[config.mk]
export PLATFORM = sky130hd
export DESIGN_NAME = apb_mem_master_flat
export DESIGN_NICKNAME = d
export VERILOG_FILES = /design/src/rtl/apb_mem_master_pkg.sv /design/src/rtl/apb_mem_master_if.sv /design/src/rtl/apb_mem_master_wait_timer.sv /design/src/rtl/apb_mem_master.sv /design/src/flat_wrapper.sv
export SDC_FILE = /design/constraint.sdc
export NUM_CORES = 1
export LEC_CHECK = 0
export CORE_UTILIZATION = 36
export CTS_BUF_LIST = sky130_fd_sc_hd__clkbuf_16
export DETAILED_ROUTE_END_ITERATION = 10
export GPL_ROUTABILITY_DRIVEN = 0
export PLACE_DENSITY_LB_ADDON = 0.1
export SLEW_MARGIN = 20
export SYNTH_ARGS = -nofsm -noshare
export SYNTH_HDL_FRONTEND = slang
export SYNTH_HIERARCHICAL = 1
export SYNTH_SLANG_ARGS = --single-unit
[constraint.sdc]
create_clock -name clk -period 2 [get_ports clk]
set_input_delay 0.4 -clock clk [delete_from_list [all_inputs] [get_ports clk]]
set_output_delay 0.4 -clock clk [all_outputs]
set_load 0.02 [all_outputs]
[src/rtl/apb_mem_master_pkg.sv]
// Shared definitions for the APB data-memory master: FSM state encoding
// and the default widths used by the processor top.
package apb_mem_master_pkg;

    localparam int DEF_DATA_W  = 16;
    localparam int DEF_ADDR_W  = 6;
    localparam int DEF_TIMEOUT = 15;

    typedef enum logic [1:0] {
        ST_IDLE   = 2'd0,
        ST_SETUP  = 2'd1,
        ST_ACCESS = 2'd2
    } apb_state_e;

    function automatic logic bus_active(input apb_state_e st);
        return (st != ST_IDLE);
    endfunction

endpackage

[src/rtl/apb_mem_master_if.sv]
// APB bus bundle between the data-memory master and the APB memory slave.
interface apb_mem_master_if
    import apb_mem_master_pkg::*;
#(
    parameter int DATA_W = DEF_DATA_W,
    parameter int ADDR_W = DEF_ADDR_W
);

    logic              psel;
    logic              penable;
    logic              pwrite;
    logic [ADDR_W-1:0] paddr;
    logic [DATA_W-1:0] pwdata;
    logic [DATA_W-1:0] prdata;
    logic              pready;
    logic              pslverr;

    modport master (
        output psel, penable, pwrite, paddr, pwdata,
        input  prdata, pready, pslverr
    );

    modport slave (
        input  psel, penable, pwrite, paddr, pwdata,
        output prdata, pready, pslverr
    );

endinterface

[src/rtl/apb_mem_master_wait_timer.sv]
// Counts ACCESS cycles spent waiting on PREADY; expired flags the abort point.
module apb_wait_timer #(
    parameter int TIMEOUT = 15
) (
    input  logic clk,
    input  logic rst,
    input  logic clear,
    input  logic enable,
    output logic expired
);

    localparam int CNT_W = $clog2(TIMEOUT + 1);

    logic [CNT_W-1:0] count_r;

    assign expired = (count_r == CNT_W'(TIMEOUT));

    // Saturating wait counter: stops at TIMEOUT so it can never wrap.
    always_ff @(posedge clk) begin
        if (rst) begin
            count_r <= {CNT_W{1'b0}};
        end else if (clear) begin
            count_r <= {CNT_W{1'b0}};
        end else if (enable && !expired) begin
            count_r <= count_r + CNT_W'(1);
        end else begin
            count_r <= count_r;
        end
    end

endmodule

[src/rtl/apb_mem_master.sv]
// APB master for the data-memory port: SETUP/ACCESS sequencing with wait
// states, timeout abort, back-to-back issue and a pipeline stall output.
module apb_mem_master
    import apb_mem_master_pkg::*;
#(
    parameter int DATA_W  = DEF_DATA_W,
    parameter int ADDR_W  = DEF_ADDR_W,
    parameter int TIMEOUT = DEF_TIMEOUT
) (
    input  logic              clk,
    input  logic              rst,
    input  logic              req_valid,
    output logic              req_ready,
    input  logic              req_write,
    input  logic [ADDR_W-1:0] req_addr,
    input  logic [DATA_W-1:0] req_wdata,
    output logic              stall,
    output logic              rsp_valid,
    output logic [DATA_W-1:0] rsp_rdata,
    output logic              rsp_err,
    apb_mem_master_if.master  apb
);

    apb_state_e        state_r;
    apb_state_e        next_state_s;
    logic              req_ready_s;
    logic              accept_s;
    logic              complete_s;
    logic              timeout_s;
    logic              expired_s;
    logic              timer_clear_s;
    logic              timer_enable_s;

    logic              psel_r;
    logic              penable_r;
    logic              pwrite_r;
    logic [ADDR_W-1:0] paddr_r;
    logic [DATA_W-1:0] pwdata_r;
    logic              rsp_valid_r;
    logic [DATA_W-1:0] rsp_rdata_r;
    logic              rsp_err_r;

    apb_wait_timer #(
        .TIMEOUT (TIMEOUT)
    ) u_wait_timer (
        .clk     (clk),
        .rst     (rst),
        .clear   (timer_clear_s),
        .enable  (timer_enable_s),
        .expired (expired_s)
    );

    // Next-state, handshake and timer control decode.
    always_comb begin
        next_state_s   = state_r;
        timeout_s      = (state_r == ST_ACCESS) & ~apb.pready & expired_s;
        complete_s     = (state_r == ST_ACCESS) & apb.pready;
        req_ready_s    = (state_r == ST_IDLE) | ((state_r == ST_ACCESS) & apb.pready & ~timeout_s);
        accept_s       = req_valid & req_ready_s;
        case (state_r)
            ST_IDLE: begin
                next_state_s = accept_s ? ST_SETUP : ST_IDLE;
            end
            ST_SETUP: begin
                next_state_s = ST_ACCESS;
            end
            ST_ACCESS: begin
                // A completing ACCESS may hand straight over to the next SETUP.
                if (complete_s) begin
                    next_state_s = accept_s ? ST_SETUP : ST_IDLE;
                end else if (timeout_s) begin
                    next_state_s = ST_IDLE;
                end else begin
                    next_state_s = ST_ACCESS;
                end
            end
            default: begin
                next_state_s = ST_IDLE;
            end
        endcase
        timer_clear_s  = (next_state_s == ST_SETUP);
        timer_enable_s = (state_r == ST_ACCESS) & ~apb.pready;
    end

    // FSM state register.
    always_ff @(posedge clk) begin
        if (rst) begin
            state_r <= ST_IDLE;
        end else begin
            state_r <= next_state_s;
        end
    end

    // Bus strobes follow the next state so they change on the same edge as the FSM.
    always_ff @(posedge clk) begin
        if (rst) begin
            psel_r    <= 1'b0;
            penable_r <= 1'b0;
        end else begin
            psel_r    <= bus_active(next_state_s);
            penable_r <= (next_state_s == ST_ACCESS);
        end
    end

    // Request latch: holds address, data and direction for the whole transfer.
    always_ff @(posedge clk) begin
        if (rst) begin
            pwrite_r <= 1'b0;
            paddr_r  <= {ADDR_W{1'b0}};
            pwdata_r <= {DATA_W{1'b0}};
        end else if (accept_s) begin
            pwrite_r <= req_write;
            paddr_r  <= req_addr;
            pwdata_r <= req_wdata;
        end else begin
            pwrite_r <= pwrite_r;
            paddr_r  <= paddr_r;
            pwdata_r <= pwdata_r;
        end
    end

    // Response registers: one-cycle pulse after completion or abort.
    always_ff @(posedge clk) begin
        if (rst) begin
            rsp_valid_r <= 1'b0;
            rsp_rdata_r <= {DATA_W{1'b0}};
            rsp_err_r   <= 1'b0;
        end else if (complete_s) begin
            rsp_valid_r <= 1'b1;
            rsp_rdata_r <= pwrite_r ? {DATA_W{1'b0}} : apb.prdata;
            rsp_err_r   <= apb.pslverr;
        end else if (timeout_s) begin
            rsp_valid_r <= 1'b1;
            rsp_rdata_r <= {DATA_W{1'b0}};
            rsp_err_r   <= 1'b1;
        end else begin
            rsp_valid_r <= 1'b0;
            rsp_rdata_r <= {DATA_W{1'b0}};
            rsp_err_r   <= 1'b0;
        end
    end

    assign req_ready   = req_ready_s;
    assign stall       = req_valid & ~req_ready_s;
    assign rsp_valid   = rsp_valid_r;
    assign rsp_rdata   = rsp_rdata_r;
    assign rsp_err     = rsp_err_r;
    assign apb.psel    = psel_r;
    assign apb.penable = penable_r;
    assign apb.pwrite  = pwrite_r;
    assign apb.paddr   = paddr_r;
    assign apb.pwdata  = pwdata_r;

endmodule

[src/flat_wrapper.sv]
// flat-port wrapper written by rule: the top's interface ports become plain ports
module apb_mem_master_flat import apb_mem_master_pkg::*;
#(
    parameter int DATA_W  = DEF_DATA_W,
    parameter int ADDR_W  = DEF_ADDR_W,
    parameter int TIMEOUT = DEF_TIMEOUT
)
  (clk, rst, req_valid, req_ready, req_write, req_addr, req_wdata, stall, rsp_valid, rsp_rdata, rsp_err, apb_psel, apb_penable, apb_pwrite, apb_paddr, apb_pwdata, apb_prdata, apb_pready, apb_pslverr);
  apb_mem_master_if #(.DATA_W(DATA_W), .ADDR_W(ADDR_W)) apb_i ();
  input  logic clk;
  input  logic rst;
  input  logic req_valid;
  output logic req_ready;
  input  logic req_write;
  input  logic [ADDR_W-1:0] req_addr;
  input  logic [DATA_W-1:0] req_wdata;
  output logic stall;
  output logic rsp_valid;
  output logic [DATA_W-1:0] rsp_rdata;
  output logic rsp_err;
  output wire logic [$bits(apb_i.psel)-1:0] apb_psel;
  output wire logic [$bits(apb_i.penable)-1:0] apb_penable;
  output wire logic [$bits(apb_i.pwrite)-1:0] apb_pwrite;
  output wire logic [$bits(apb_i.paddr)-1:0] apb_paddr;
  output wire logic [$bits(apb_i.pwdata)-1:0] apb_pwdata;
  input wire logic [$bits(apb_i.prdata)-1:0] apb_prdata;
  input wire logic [$bits(apb_i.pready)-1:0] apb_pready;
  input wire logic [$bits(apb_i.pslverr)-1:0] apb_pslverr;
  assign apb_psel = apb_i.psel;
  assign apb_penable = apb_i.penable;
  assign apb_pwrite = apb_i.pwrite;
  assign apb_paddr = apb_i.paddr;
  assign apb_pwdata = apb_i.pwdata;
  assign apb_i.prdata = apb_prdata;
  assign apb_i.pready = apb_pready;
  assign apb_i.pslverr = apb_pslverr;
  apb_mem_master #(.DATA_W(DATA_W), .ADDR_W(ADDR_W), .TIMEOUT(TIMEOUT)) u_core (.clk(clk), .rst(rst), .req_valid(req_valid), .req_ready(req_ready), .req_write(req_write), .req_addr(req_addr), .req_wdata(req_wdata), .stall(stall), .rsp_valid(rsp_valid), .rsp_rdata(rsp_rdata), .rsp_err(rsp_err), .apb(apb_i));
endmodule
**Yosys cells after proc, flatten, opt, wreduce, memory -nomap -nowiden**

Index checks and enable logic that the tools add are counted.

- Register bits: 49
- Input port bits: 44
- Output and inout bits: 45
- Word-level logic and storage cells: 40

- Add/sub/neg operators: 1
- Equal/unequal tests: 5
- Multiplexer cells: 7
- Bitwise logic cells: 11
- Reduce and logical (&&, ||, !) cells: 6

Operators with widths:

| kind | count |
|---|---|
| 1-bit AND | 6 |
| 2-bit one-hot mux with 3 select lines | 1 |
| 4-bit by 1-bit adder with 4-bit output, second input constant | 1 |
| 2-bit by 1-bit == test with 1-bit output, second input constant | 2 |
| 2-bit == test, second input constant | 2 |
| 4-bit == test, second input constant | 1 |
| 1-bit two-way mux | 4 |
| 2-bit two-way mux | 2 |
| 1-bit inverter | 4 |
| 3-bit OR reduction | 1 |
| 2-bit logical NOT | 1 |
| 2-bit nonzero test | 1 |
| 2-bit OR reduction | 1 |
| 1-bit logical AND | 1 |
| 1-bit logical NOT | 1 |
| 1-bit OR | 1 |

**Depth between registers and ports, before layout**

- Word-level depth: 12
- Depth in mapped cells: 7
- Depth with buffers taken out: 6

**Cells and area by module**

Netlist, hierarchy kept.

By module, submodules not included:

| module | instances | cells each | area an instance (µm²) | seq. area each (µm²) |
|---|---|---|---|---|
| apb_mem_master | 1 | 157 | 1599.0 | 900.9 |
| apb_wait_timer | 1 | 22 | 211.5 | 80.1 |

**Worst setup path before layout**

Ideal clock, no wire load.

- Path kind: reg-to-reg
- Start point: register u_core.u_wait_timer.count_r[0]
- End point: register u_core.psel_r, in the netlist u_core/apb.psel
- Setup time: 58 ps
- Arrival time: 1448 ps
- Required time: 1942 ps
- Path slack: 494 ps
- Cell stages (with the launch flop): 7
- Path buffers: 0
- Period minus slack after synthesis: 1506 ps
- Cells stage by stage: dfxtp_1 -> ha_1 -> nand3_2 -> inv_2 -> or4b_1 -> a21oi_1 -> a21o_1

- Word-level cells in the longest chain between the ends: 10
- Elaborated cells between the ends (all ways): 11
- Those cells by class: eq/ne: 1; mux: 4; bitwise: 5; reduce/logical: 1

Ends and longest elaborated chain:

| item | line | text |
|---|---|---|
| start: declaration | apb_mem_master_wait_timer.sv:14 | `logic [CNT_W-1:0] count_r;` |
| start signal: assignment | apb_mem_master_wait_timer.sv:21 | `count_r <= {CNT_W{1'b0}};` |
| start signal: assignment | apb_mem_master_wait_timer.sv:23 | `count_r <= {CNT_W{1'b0}};` |
| start signal: assignment | apb_mem_master_wait_timer.sv:25 | `count_r <= count_r + CNT_W'(1);` |
| 4-bit == test (*) | apb_mem_master_wait_timer.sv:16 | `assign expired = (count_r == CNT_W'(TIMEOUT));` |
| via u_core.expired_s | apb_mem_master.sv:30 | `logic expired_s;` |
| 1-bit AND (*) | apb_mem_master.sv:56 | `timeout_s = (state_r == ST_ACCESS) & ~apb.pready & expired_s;` |
| 1-bit inverter | apb_mem_master.sv:58 | `req_ready_s = (state_r == ST_IDLE) \| ((state_r == ST_ACCESS) & apb.pready & ~timeout_s);` |
| 1-bit AND | apb_mem_master.sv:58 |  |
| 1-bit OR | apb_mem_master.sv:58 |  |
| 1-bit AND | apb_mem_master.sv:59 | `accept_s = req_valid & req_ready_s;` |
| 1-bit two-way mux | apb_mem_master.sv:62, apb_mem_master.sv:70 |  |
| 2-bit two-way mux | apb_mem_master.sv:69 | `if (complete_s) begin` |
| 2-bit one-hot mux with 3 select lines (*) | apb_mem_master.sv:60 | `case (state_r)` |
| 2-bit nonzero test (*) | apb_mem_master_pkg.sv:16 | `return (st != ST_IDLE);` |
| end signal: assignment | apb_mem_master.sv:100 | `psel_r <= bus_active(next_state_s);` |
| end: declaration | apb_mem_master.sv:34 | `logic psel_r;` |

The timed path passes the listed nets; every way through them passes the cells marked *.
A chain may end at the register's enable or synchronous reset.

**Worst setup path after layout**

- Start point: input apb_pready
- End point: output stall

- Word-level cells in the longest chain between the ends: 8
- Elaborated cells between the ends (all ways): 9
- Those cells by class: bitwise: 9

Ends and longest elaborated chain:

| item | line | text |
|---|---|---|
| start: declaration | flat_wrapper.sv:27 | `input wire logic [$bits(apb_i.pready)-1:0] apb_pready;` |
| 1-bit inverter | apb_mem_master.sv:56 |  |
| 1-bit AND (2 in a row) | apb_mem_master.sv:56 |  |
| 1-bit inverter | apb_mem_master.sv:58 |  |
| 1-bit AND (*) | apb_mem_master.sv:58 |  |
| 1-bit OR (*) | apb_mem_master.sv:58 |  |
| 1-bit inverter (*) | apb_mem_master.sv:144 | `assign stall = req_valid & ~req_ready_s;` |
| 1-bit AND (*) | apb_mem_master.sv:144 |  |
| end: declaration | flat_wrapper.sv:17 | `output logic stall;` |

Every way passes the cells marked *; elsewhere a longest branch is shown, timed or not.

==> flow_metrics.env <==
export IMPL_via_per_inst=4.34
export IMPL_place_ws_ns=-0.151
export IMPL_fin_crit_ns=1.86
export IMPL_diodes=0
export IMPL_fin_area_um2=3020
export IMPL_async_reset_ff_share_pct=0
export IMPL_wl_per_cell_um=10.9
export IMPL_cts_root_buf="clkbuf_16"
export IMPL_hold_viol=0
export IMPL_area_growth_pct=66.8
export IMPL_max_freq_mhz=536
export IMPL_cts_hold_buf=0
export IMPL_postCtsResizedCells=2
export IMPL_clock_sinks=49
export IMPL_finalPower_mw=2.44
export IMPL_ys_warn_count=6
export IMPL_synthCells=179
export IMPL_fin_nets=322
export IMPL_critPathKind="primary input to output pin"
export IMPL_netlist_top_cells_count="dfxtp_1 (49), nand2_1 (48), mux2i_1 (24)"
export IMPL_wl_met1_mm=1.66
export IMPL_grt_pass1_wl_mm=6.09
export IMPL_arrival_ns=1.46
export IMPL_syn_cell_area_um2=1810
export IMPL_cts_tree="built"
export IMPL_clk_pin_slew_ns=0.06
export IMPL_synth_cell_type_count=30
export IMPL_ant_nets=0
export IMPL_die_w_um=72.9
export IMPL_rows=25
export IMPL_net_switching_power_uw=506
export IMPL_start_util_pct=37.8
export IMPL_fin_crit_sh_pct=93.2
export IMPL_cts_path_max_buffers=2
export IMPL_final_setup_tns_ns=0
export IMPL_cp_end_kind="output pin"
export IMPL_ys_ff_latch=49
export IMPL_synth_most_common_cell="dfxtp_1"
export IMPL_dieHeight_um=72.9
export IMPL_synth_net_count=224
export IMPL_yosys_top_cells_area="dfxtp_1 (54%), mux2i_1 (13%), nand2_1 (10%)"
export IMPL_clockPowerShare_pct=43.3
export IMPL_ioPinCount=89
export IMPL_dieArea_um2=5320
export IMPL_avgSynthCellArea_um2=10.1
export IMPL_antenna_found_initial=0
export IMPL_h_tree_depth=2
export IMPL_wl_met2_mm=1.81
export IMPL_setup_violations=0
export IMPL_p_per_area_nw_per_um2=807
export IMPL_seq_power_share_pct=42.7
export IMPL_switching_share_pct=20.8
export IMPL_ir_drop_v=0.000565
export IMPL_first_pass_iters=3
export IMPL_pwr_share_comb_pct=14.1
export IMPL_yosys_area_top_type="dfxtp_1"
export IMPL_status="finished clean"
export IMPL_slew_headroom_pct=76.4
export IMPL_post_cts_buffers=0
export IMPL_post_route_util_pct=63.1
export IMPL_grt_max_degree=49
export IMPL_top_layer_used="met4"
export IMPL_fin_ws_ns=0.135
export IMPL_p_leak_nw=1.24
export IMPL_drv_slew=0
export IMPL_grt_overflow_total=0
export IMPL_route_met3_wl_um=262
export IMPL_cts_made_buffers=5
export IMPL_synth_edf_count=0
export IMPL_io_buffers=88
export IMPL_internal_power_mw=1.93
export IMPL_route_detailed_drc=0
export IMPL_dpl_instance_area_um2=2830
export IMPL_clkLatencyLatePin_ns=0.28
export IMPL_grt_pass1_vias=1354
export IMPL_drv_cap=0
export IMPL_ys_seq_area_share_pct=54.2
export IMPL_synth_top_area_share_pct=54.2
export IMPL_cp_max_fo=2
export IMPL_totalWireLength_mm=3.76
export IMPL_core_area_um2=4790
export IMPL_tightest_slew_ns=0.354
export IMPL_vias=1497
export IMPL_track_usage_pct=14.9
export IMPL_synth_flop_cell="dfxtp_1"
export IMPL_skew_ns=0.00371
export IMPL_drt_initial_drc_count=68
export IMPL_layout_drive_gt1_share_pct=14.7
export IMPL_crit_path_start_kind="primary input"
export IMPL_hold_class="flip-flop to flip-flop"
export IMPL_cp_required_ns=1.60
export IMPL_hpwlAfterDp_mm=2.80
export IMPL_rsz0062_at_grt="no"
[per-layer routing]
metal / track usage, % / vias up
li1: - / 777
met1: 18.5 / 666
met2: 23.9 / 50
met3: 5.80 / 4
met4: 4.58 / 0
met5: 0 / -
[registers in the layout (all words and copies together), names as in the netlist]
register,count
u_core/apb.pwrite,1
u_core/u_wait_timer/count_r,4
u_core/apb.psel,1
u_core/rsp_err,1
u_core/rsp_valid,1
u_core/apb.paddr,6
u_core/apb.pwdata,16
u_core/apb.penable,1
u_core/rsp_rdata,16
u_core/state_r,2
[cell families (layout without fill, tap and decap cells)]
family,count (synthesis),count (layout),share of synthesized area (%)
flops,49,49,54.2
simple gates,84,84,24.3
fa+ha+maj,1,1,0.691
mux,24,24,13.3
compound gates,9,9,4.15
buf+inv,12,111,3.45
[power groups by stage]
stage | combinational [mW] | clock, mW | sequential (mW)
final | 0.343 | 1.05 | 1.04
after global routing | 0.369 | 1.12 | 1.05
after CTS | 0.348 | 1.08 | 1.04
after detailed placement | 0.348 | 0 | 1.06
after global placement | 0.347 | 0 | 1.06
after floorplan | 0.103 | 0 | 1.11
[worst paths after layout]
kind                                  startpoint               endpoint  slack, ns  cells past startpoint
setup / recovery                      apb_pready                  stall       0.14                      5
hold / removal             u_core/apb.pwdata[12]  u_core/apb.pwdata[12]       0.45                      2
setup reg to reg  u_core/u_wait_timer/count_r[0]        u_core/apb.psel       0.34                      6
hold reg to reg            u_core/apb.pwdata[12]  u_core/apb.pwdata[12]       0.45                      2
[layout make-up]
class,instances,area [um^2]
fill,425,1770
sequential,49,981
timing repair buffer,100,981
multi-input combinational,118,772
clock buffer,5,125
tap,67,83.8
clock inverter,3,65.1
inverter,3,11.3
[per-stage QoR]
stage | std cells | hold WS [ns]
CTS | 345 | 0.458
finish | 345 | 0.453
detailed placement | 337 | 0.449
floorplan | 179 | 0.459
global placement | 337 | 0.442
global route | 345 | 0.478
[cells in the final DEF, fill, tap and decap left out]
cell type / n
nand4b_1: 2
or2b_1: 1
o41ai_2: 1
a21oi_1: 3
dlygate4sd2_1: 2
buf_12: 1
inv_1: 2
or4b_1: 1
buf_4: 11
a21o_1: 1
nand3_1: 1
ha_1: 1
a21boi_1: 1
o21ai_2: 1
bufinv_16: 2
nor3b_2: 1
nor3b_4: 1
nand4_1: 1
and2_1: 4
nor2_1: 6
o211ai_2: 1
nand3_2: 1
clkinv_2: 1
mux2i_1: 24
or3b_4: 1
clkdlybuf4s50_1: 86
nor3b_1: 1
and2_2: 13
nor2b_1: 2
dfxtp_1: 49
o211ai_1: 1
nand2_1: 48
inv_2: 1
clkbuf_16: 5
[worst max-delay path: stages]
cell	delay, ns
clkdlybuf4s50_1	0.42
nor2b_1	0.15
nor2_1	0.07
nor2b_1	0.10
dlygate4sd2_1	0.33
No activity file was read; power rests on OpenSTA's default activity.
